--- src/rtl/snake_pkg.sv ---
`default_nettype none
// +----------------------------------------------------------------------+
// | snake_pkg                                                            |
// | Direction type, encodings and press-decoding helpers for Snake.      |
// | Rev 1.0                                                              |
// +----------------------------------------------------------------------+
package snake_pkg;

  typedef logic [1:0] dir_t;

  localparam dir_t DIR_UP    = 2'd0;
  localparam dir_t DIR_RIGHT = 2'd1;
  localparam dir_t DIR_DOWN  = 2'd2;
  localparam dir_t DIR_LEFT  = 2'd3;

  function automatic dir_t dir_rev(input dir_t d);
    return d ^ 2'b10;
  endfunction

  // press vector ordered [3]=UP [2]=DOWN [1]=LEFT [0]=RIGHT
  function automatic dir_t btn_to_dir(input logic [3:0] press);
    dir_t d;
    if (press[0])      d = DIR_RIGHT;
    else if (press[1]) d = DIR_LEFT;
    else if (press[2]) d = DIR_DOWN;
    else               d = DIR_UP;
    return d;
  endfunction

endpackage
`default_nettype wire

--- src/rtl/snake_dir_if.sv ---
`default_nettype none
// +----------------------------------------------------------------------+
// | snake_dir_if                                                         |
// | Button / tick inputs and direction-queue outputs for all players.    |
// | Rev 1.0                                                              |
// +----------------------------------------------------------------------+
interface snake_dir_if #(
  parameter int NUM_PLAYERS = 1,
  parameter int QUEUE_DEPTH = 4
);
  localparam int CW = $clog2(QUEUE_DEPTH + 1);

  logic [4*NUM_PLAYERS-1:0]  btn_n;
  logic                      step;
  logic [2*NUM_PLAYERS-1:0]  dir_out;
  logic [NUM_PLAYERS-1:0]    turn_pulse;
  logic [NUM_PLAYERS-1:0]    drop_pulse;
  logic [NUM_PLAYERS*CW-1:0] q_count;

  modport master (output btn_n, step,
                  input  dir_out, turn_pulse, drop_pulse, q_count);
  modport slave  (input  btn_n, step,
                  output dir_out, turn_pulse, drop_pulse, q_count);
endinterface
`default_nettype wire

--- src/rtl/snake_dir_queue_chan.sv ---
`default_nettype none
// +----------------------------------------------------------------------+
// | snake_dir_chan                                                       |
// | One player: button sync, press detect, turn filter, turn FIFO.       |
// | Rev 1.0                                                              |
// +----------------------------------------------------------------------+
module snake_dir_chan
  import snake_pkg::*;
#(
  parameter int   QUEUE_DEPTH = 4,
  parameter dir_t RESET_DIR   = DIR_LEFT,
  localparam int  CW = $clog2(QUEUE_DEPTH + 1),
  localparam int  PW = $clog2(QUEUE_DEPTH)
) (
  input  logic          clk,
  input  logic          reset_n,
  input  logic [3:0]    btn_n,
  input  logic          step,
  output dir_t          dir_out,
  output logic          turn_pulse,
  output logic          drop_pulse,
  output logic [CW-1:0] q_count
);

  localparam logic [CW-1:0] C_FULL = CW'(QUEUE_DEPTH);

  logic [3:0]    r_sync1, r_sync2, r_prev;
  dir_t          r_mem [QUEUE_DEPTH];
  logic [PW-1:0] r_wptr, r_rptr;
  logic [CW-1:0] r_count;
  dir_t          r_dir;
  logic          r_turn, r_drop;

  logic [3:0]    w_press;
  logic [PW-1:0] w_last;
  dir_t          w_pdir, w_tail;
  logic          w_accept, w_pop, w_full, w_push, w_drop;

  // Released state is all-ones so leaving reset never looks like a press.
  always_ff @(posedge clk or negedge reset_n) begin
    if (!reset_n) begin
      r_sync1 <= '1;
      r_sync2 <= '1;
      r_prev  <= '1;
    end else begin
      r_sync1 <= btn_n;
      r_sync2 <= r_sync1;
      r_prev  <= r_sync2;
    end
  end

  always_comb begin
    w_press  = r_prev & ~r_sync2;
    w_pdir   = btn_to_dir(w_press);
    w_last   = r_wptr - 1'b1;
    w_tail   = (r_count != '0) ? r_mem[w_last] : r_dir;
    w_accept = (|w_press) && (w_pdir != w_tail) && (w_pdir != dir_rev(w_tail));
    w_full   = (r_count == C_FULL);
    w_pop    = step && (r_count != '0);
    w_push   = w_accept && (!w_full || w_pop);
    w_drop   = w_accept && w_full && !w_pop;
  end

  always_ff @(posedge clk or negedge reset_n) begin
    if (!reset_n) begin
      r_wptr  <= '0;
      r_rptr  <= '0;
      r_count <= '0;
      r_dir   <= RESET_DIR;
      r_turn  <= 1'b0;
      r_drop  <= 1'b0;
    end else begin
      r_turn <= 1'b0;
      r_drop <= w_drop;
      if (w_pop) begin
        r_dir  <= r_mem[r_rptr];
        r_rptr <= r_rptr + 1'b1;
        r_turn <= 1'b1;
      end
      if (w_push) begin
        r_wptr <= r_wptr + 1'b1;
      end
      case ({w_push, w_pop})
        2'b10:   r_count <= r_count + 1'b1;
        2'b01:   r_count <= r_count - 1'b1;
        default: r_count <= r_count;
      endcase
    end
  end

  always_ff @(posedge clk) begin
    if (w_push) begin
      r_mem[r_wptr] <= w_pdir;
    end
  end

  assign dir_out    = r_dir;
  assign turn_pulse = r_turn;
  assign drop_pulse = r_drop;
  assign q_count    = r_count;

endmodule
`default_nettype wire

--- src/rtl/snake_dir_queue.sv ---
`default_nettype none
// +----------------------------------------------------------------------+
// | snake_dir_queue                                                      |
// | Buffered multi-player direction queue; one channel per player.       |
// | Rev 1.0                                                              |
// +----------------------------------------------------------------------+
module snake_dir_queue
  import snake_pkg::*;
#(
  parameter int   NUM_PLAYERS = 1,
  parameter int   QUEUE_DEPTH = 4,
  parameter dir_t RESET_DIR   = DIR_LEFT
) (
  input  logic       clk,
  input  logic       reset_n,
  snake_dir_if.slave bus
);

  localparam int CW = $clog2(QUEUE_DEPTH + 1);

  logic [2*NUM_PLAYERS-1:0]  w_dir;
  logic [NUM_PLAYERS-1:0]    w_turn;
  logic [NUM_PLAYERS-1:0]    w_drop;
  logic [NUM_PLAYERS*CW-1:0] w_count;

  generate
    for (genvar p = 0; p < NUM_PLAYERS; p++) begin : g_player
      snake_dir_chan #(
        .QUEUE_DEPTH (QUEUE_DEPTH),
        .RESET_DIR   (RESET_DIR)
      ) u_chan (
        .clk        (clk),
        .reset_n    (reset_n),
        .btn_n      (bus.btn_n[4*p +: 4]),
        .step       (bus.step),
        .dir_out    (w_dir[2*p +: 2]),
        .turn_pulse (w_turn[p]),
        .drop_pulse (w_drop[p]),
        .q_count    (w_count[CW*p +: CW])
      );
    end
  endgenerate

  assign bus.dir_out    = w_dir;
  assign bus.turn_pulse = w_turn;
  assign bus.drop_pulse = w_drop;
  assign bus.q_count    = w_count;

endmodule
`default_nettype wire
--- src/flat_wrapper.sv ---
// flat-port wrapper written by rule: the top's interface ports become plain ports
module snake_dir_queue_flat import snake_pkg::*;
#(
  parameter int   NUM_PLAYERS = 1,
  parameter int   QUEUE_DEPTH = 4,
  parameter dir_t RESET_DIR   = DIR_LEFT
)
  (clk, reset_n, bus_btn_n, bus_step, bus_dir_out, bus_turn_pulse, bus_drop_pulse, bus_q_count);
  snake_dir_if #(.NUM_PLAYERS(NUM_PLAYERS), .QUEUE_DEPTH(QUEUE_DEPTH)) bus_i ();
  input  logic clk;
  input  logic reset_n;
  input wire logic [$bits(bus_i.btn_n)-1:0] bus_btn_n;
  input wire logic [$bits(bus_i.step)-1:0] bus_step;
  output wire logic [$bits(bus_i.dir_out)-1:0] bus_dir_out;
  output wire logic [$bits(bus_i.turn_pulse)-1:0] bus_turn_pulse;
  output wire logic [$bits(bus_i.drop_pulse)-1:0] bus_drop_pulse;
  output wire logic [$bits(bus_i.q_count)-1:0] bus_q_count;
  assign bus_i.btn_n = bus_btn_n;
  assign bus_i.step = bus_step;
  assign bus_dir_out = bus_i.dir_out;
  assign bus_turn_pulse = bus_i.turn_pulse;
  assign bus_drop_pulse = bus_i.drop_pulse;
  assign bus_q_count = bus_i.q_count;
  snake_dir_queue #(.NUM_PLAYERS(NUM_PLAYERS), .QUEUE_DEPTH(QUEUE_DEPTH), .RESET_DIR(RESET_DIR)) u_core (.clk(clk), .reset_n(reset_n), .bus(bus_i));
endmodule
--- config.mk ---
export PLATFORM = sky130hd
export DESIGN_NAME = snake_dir_queue_flat
export DESIGN_NICKNAME = d
export VERILOG_FILES = /design/src/rtl/snake_pkg.sv /design/src/rtl/snake_dir_if.sv /design/src/rtl/snake_dir_queue_chan.sv /design/src/rtl/snake_dir_queue.sv /design/src/flat_wrapper.sv
export SDC_FILE = /design/constraint.sdc
export NUM_CORES = 1
export LEC_CHECK = 0
export CORE_ASPECT_RATIO = 1.25
export CORE_MARGIN = 5
export CORE_UTILIZATION = 53
export CTS_BUF_LIST = sky130_fd_sc_hd__clkbuf_4 sky130_fd_sc_hd__clkbuf_8
export DETAILED_ROUTE_END_ITERATION = 8
export GPL_ROUTABILITY_DRIVEN = 0
export HOLD_SLACK_MARGIN = 0.06
export PLACE_DENSITY = 0.82
export SYNTH_ARGS = -nofsm -noshare
export SYNTH_HDL_FRONTEND = slang
export SYNTH_HIERARCHICAL = 1
export SYNTH_SLANG_ARGS = --single-unit
--- constraint.sdc ---
create_clock -name clk -period 7.3 [get_ports clk]
set_input_delay 1.825 -clock clk [delete_from_list [all_inputs] [get_ports clk]]
set_output_delay 1.825 -clock clk [all_outputs]
set_load 0.005 [all_outputs]
======== After elaboration in Yosys (flattened, before gate mapping) ========
Memories as Yosys holds them, arrays and structs flattened. A register that Yosys moved wholly into a read port is not among the register bits.
Index checks and enable logic that the tools add are counted.
word-level totals
  register bits after elaboration ......... 21
  bits in writable memories ............... 8
  bits of input ports ..................... 7
  output and inout bits ................... 7
  word-level logic and storage cells ...... 43
  memories kept ........................... 1
cells by class
  add/subtract/negate cells ............... 5
  eq/ne operators ......................... 5
  mux-type cells .......................... 8
  bitwise gates (word level) .............. 3
  reductions and logical operators ........ 13
memories
  memory                           words  width  rd ports  clocked after memory_dff  write ports  line                        text
  u_core.g_player[0].u_chan.r_mem  4      2      2         1                         1            snake_dir_queue_chan.sv:28  dir_t r_mem [QUEUE_DEPTH];
operators with widths
  operator               number
  $mux W2                4
  $logic_and A1 B1 Y1    6
  $pmux W3 S2            1
  $add A2 B1 Y2 const B  2
  $and A4 B4 Y4          1
  $ne A2 B2 Y1           2
  $not A4 Y4             1
  $reduce_or A4 Y1       1
  $add A3 B1 Y3 const B  1
  $eq A3 B3 Y1 const B   1
  $logic_not A1 Y1       3
  $mux W1                3
  $reduce_bool A3 Y1     1
  $sub A3 B1 Y3 const B  1
  $eq A2 B1 Y1 const B   1
  $eq A2 B2 Y1 const B   1
  $reduce_bool A2 Y1     1
  $sub A2 B1 Y2 const B  1
  $logic_or A1 B1 Y1     1
  $not A1 Y1             1

======== Depth between registers and ports, before layout ========
  depth in word-level cells ............... 11
  gate-level depth with buffers ........... 10
  depth with buffers taken out ............ 10

======== Worst setup path before layout ========
No wires, ideal clock.
  path type ............................... input -> register
  start point ............................. in bus_step
  end point ............................... reg u_core.g_player[0].u_chan.r_count[1]
  library setup time ...................... 0.128 ns
  arrival ................................. 2.954 ns
  required time ........................... 7.172 ns
  slack ................................... 4.218 ns
  stages .................................. 6
  path buffers ............................ 0
  path through ............................ nand2_1 > inv_1 > nand3_1 > inv_1 > fa_1 > mux2_1
on the way
  word-level cells in the longest chain between the ends .. 5
  elaborated cells between the ends (all ways) .. 7
  those cells by class .................... 2 x eq/ne; 1 x mux; 4 x reduce/logical
RTL lines
  what                                               line                        text
  start: declaration                                 flat_wrapper.sv:13          input wire logic [$bits(bus_i.step)-1:0] bus_step;
  $logic_and A1 B1 Y1 (*)                            snake_dir_queue_chan.sv:59  w_pop = step && (r_count != '0);
  via u_core.g_player[0].u_chan.w_pop                snake_dir_queue_chan.sv:37  logic w_accept, w_pop, w_full, w_push, w_drop;
  $logic_or A1 B1 Y1                                 snake_dir_queue_chan.sv:60  w_push = w_accept && (!w_full || w_pop);
  $logic_and A1 B1 Y1                                snake_dir_queue_chan.sv:60
  $eq A2 B1 Y1 or $eq A2 B2 Y1 (tied branches)       snake_dir_queue_chan.sv:83  case ({w_push, w_pop})
  $pmux W3 S2 or $reduce_bool A2 Y1 (tied branches)  n/a
  end signal: assignment                             snake_dir_queue_chan.sv:84  2'b10: r_count <= r_count + 1'b1;
  end signal: assignment                             snake_dir_queue_chan.sv:85  2'b01: r_count <= r_count - 1'b1;
  end signal: assignment                             snake_dir_queue_chan.sv:86  default: r_count <= r_count;
  end: declaration                                   snake_dir_queue_chan.sv:30  logic [CW-1:0] r_count;
Mark *: on every way through the listed nets, which the timed path passes. The rest lies on a longest branch.
A chain may end at the register's enable or synchronous reset.

======== Worst setup path in the final report ========
Ends and elaborated chain as after synthesis.

==> flow_metrics.env <==
export IMPL_drt_initial_drc_count=11
export IMPL_drive_above_1_share_pct=27.1
export IMPL_area_growth_synth_to_finish_pct=17.8
export IMPL_worst_rel_slew_slack_pct=35.5
export IMPL_grt_usage_pct=14.7
export IMPL_detail_route_wirelength_mm=1.95
export IMPL_hold_viol_final=0
export IMPL_synth_seq_cells=31
export IMPL_r2r_slack_ps=4810
export IMPL_run_status="complete, no violations"
export IMPL_synth_seq_area_share_pct=64.7
export IMPL_fill_cells=198
export IMPL_max_clock_path_buffers=2
export IMPL_drt_wirelength_per_cell_um=13.9
export IMPL_power_density_nw_per_um2=381
export IMPL_worst_hold_path_type="reg -> reg"
export IMPL_post_cts_resized=0
export IMPL_drt_drc_violations_left=0
export IMPL_finalSetupViolations=0
export IMPL_number_of_antenna_violations_at_the_first_check_in_global_routing=0
export IMPL_final_max_slew_violation_count=0
export IMPL_worstSkewPairLatency_ps=320
export IMPL_worst_setup_path_start_kind="input port"
export IMPL_routed_via_count=697
export IMPL_syn_mean_instance_area_um2=15.0
export IMPL_cts_hold_repair_buffers=0
export IMPL_synth_edff_count=8
export IMPL_cts_htree_levels=2
export IMPL_hold_path_startpoint="u_core/g_player[0].u_chan/r_sync1[1]"
export IMPL_period_needed_ps=3450
export IMPL_layout_cells_most_common="dfstp_2"
export IMPL_fin_clk_skew_ps=1.92
export IMPL_unrepaired_setup_endpoints_after_global_routing="false"
export IMPL_grt_max_degree=24
export IMPL_most_used_cells_in_the_layout_excluding_fill_and_tap_cells="dfstp_2 (14), clkdlybuf4s50_1 (13), nand2_1 (10), dfrtp_1 (9), edfxtp_1 (8)"
export IMPL_dieWidth_um=54.1
export IMPL_cts_tree="yes"
export IMPL_vdd_ir_drop_worst_mv=0.209
export IMPL_report_power_total_uw=578
export IMPL_final_min_period_over_clock_period_pct=47.3
export IMPL_worst_slew_pin_slew_ps=964
export IMPL_syn_num_nets=98
export IMPL_syn_cell_area_um2=1290
export IMPL_clk_pin_slew_worst_paths_ps=90
export IMPL_postSynth_topFlopCell="dfstp_2"
export IMPL_globalRouteOverflowTotal=0
export IMPL_layout_cells_non_filler=140
export IMPL_async_flop_share_pct=74.2
export IMPL_synthCells=86
export IMPL_maxCapViolations=0
export IMPL_num_antenna_cells=0
export IMPL_ys_warn_count=6
export IMPL_dpl_cell_count=132
export IMPL_setup_worst_path_class="in -> reg"
export IMPL_post_synth_num_cell_types=30
export IMPL_nNetsFinal=118
export IMPL_worstPathMaxFanout=6
export IMPL_initial_core_util_pct=54.2
export IMPL_min_to="u_core/g_player[0].u_chan/r_sync2[1]"
export IMPL_timing_fmax_mhz=290
export IMPL_via_count_of_the_first_global_routing_pass=765
export IMPL_cts_root_buf="clkbuf_4"
export IMPL_routed_via_density=4.98
export IMPL_ff2ff_path_depth=8
export IMPL_post_dp_hpwl_mm=1.48
export IMPL_worstPathRequired_ps=7510
export IMPL_tritoncts_num_buffers=5
export IMPL_hold_path_depth=0
export IMPL_timing_rr_start="u_core/g_player[0].u_chan/r_wptr[0]"
export IMPL_cts_sink_count=31
export IMPL_grt_pass1_wl_mm=3.57
export IMPL_top_level_ports=14
export IMPL_die_height_um=65.1
export IMPL_portBuffers=13
export IMPL_die_area_um2=3520
export IMPL_core_footprint_um2=2380
export IMPL_rr_endpoint="u_core/g_player[0].u_chan/q_count[1]"
export IMPL_cts_repair_timing_setup_buffer_count=0
export IMPL_power_static_leakage_uw=0.000618
export IMPL_floorplan_rows=20
export IMPL_fin_setup_tns_ps=0
export IMPL_worst_endpoint_arrival_ps=3660
export IMPL_drt_antenna_violating_nets=0
export IMPL_crit_path_end_kind="register"
export IMPL_firstDrtPassIters=4
-- layer usage --
layer / part of all wire [%] / vias up / routed length, um / GRT usage, %
li1: - / 338 / - / -
met1: 39 / 338 / 761 / 15.3
met2: 53 / 16 / 1040 / 25.2
met3: 5.6 / 5 / 110 / 6.12
met4: 1.9 / 0 / 37 / 6.54
met5: 0 / - / 0 / 0
-- report_power, final --
part | switching, uW | leakage [uW] | internal, uW | total, uW
clock network | 52.5 | 0.0000361 | 44.9 | 97.4
registers | 38.9 | 0.000328 | 229 | 268
logic | 92.8 | 0.000254 | 120 | 213
total | 184 | 0.000618 | 394 | 578
-- area by class of cell --
type                    instances  area, um2  share of cell area, %
flip-flops and latches         31        833                   55.0
multi-input cells              51        439                   29.0
repair buffers                 13        130                   8.58
clock buffers                   7       52.6                   3.47
well taps                      33       41.3                   2.72
inverters                       4       15.0                  0.990
clock inverters                 1       5.00                  0.330
-- cells by family (layout without fill, tap and decap cells) --
group	Yosys count	in the layout	synth area share, %
fa+ha+maj	5	5	5.44
compound gates	9	9	5.64
mux	7	7	9.81
simple gates	26	26	10.5
flops	31	31	64.7
buf+inv	4	25	1.17
xor+xnor	4	4	2.72
-- worst max-delay path by stage --
stage | startpoint | to | slack [ps]
after global routing | bus_step | u_core/g_player[0].u_chan/q_count[1] | 3710
after CTS | bus_step | u_core/g_player[0].u_chan/q_count[1] | 3850
after global placement | bus_step | u_core/g_player[0].u_chan/q_count[1] | 3610
after floorplan | bus_step | u_core/g_player[0].u_chan/q_count[1] | 4220
after detailed placement | bus_step | u_core/g_player[0].u_chan/q_count[1] | 3520
final | bus_step | u_core/g_player[0].u_chan/q_count[1] | 3850
-- state kept, by name, summed over array words and instances, names as in the netlist, 2 cells and up --
signal                          flops
u_core/g_player.u_chan/r_prev       4
u_core/g_player.u_chan/r_rptr       2
u_core/g_player.u_chan/r_sync2      4
u_core/g_player.u_chan/r_mem        8
u_core/g_player.u_chan/r_sync1      4
u_core/g_player.u_chan/q_count      3
u_core/g_player.u_chan/r_wptr       2
u_core/g_player.u_chan/dir_out      2
-- per-stage QoR --
stage / utilization, % / area [um2] / hold WS [ps] / worst slack [ps]
floorplan: - / 1290 / 345 / 4220
global placement: 61.4 / 1460 / 346 / 3610
detailed placement: 61.4 / 1460 / 347 / 3520
CTS: 63.8 / 1520 / 362 / 3850
global route: 63.8 / 1520 / 365 / 3710
finish: 63.8 / 1520 / 357 / 3850
-- cells in the mapped netlist (3+ instances only) --
| library cell | count | area share [%] |
|---|---|---|
| dfstp_2 | 14 | 29 |
| nand2_1 | 10 | 2.9 |
| dfrtp_1 | 9 | 17 |
| edfxtp_1 | 8 | 19 |
| and2_1 | 4 | 1.9 |
| ha_1 | 4 | 3.9 |
| inv_1 | 4 | 1.2 |
| nor2b_1 | 4 | 1.9 |
| xnor2_1 | 4 | 2.7 |
| mux4_2 | 3 | 5.2 |
| nand2b_1 | 3 | 1.5 |
-- worst max-delay path: stages --
cell             delay (ps)
clkdlybuf4s50_1         510
nand2_1                 140
inv_1                   180
nand3_1                 150
inv_1                   120
fa_1                    410
mux2_1                  310
Note: power is estimated with default switching activity, not from simulation.
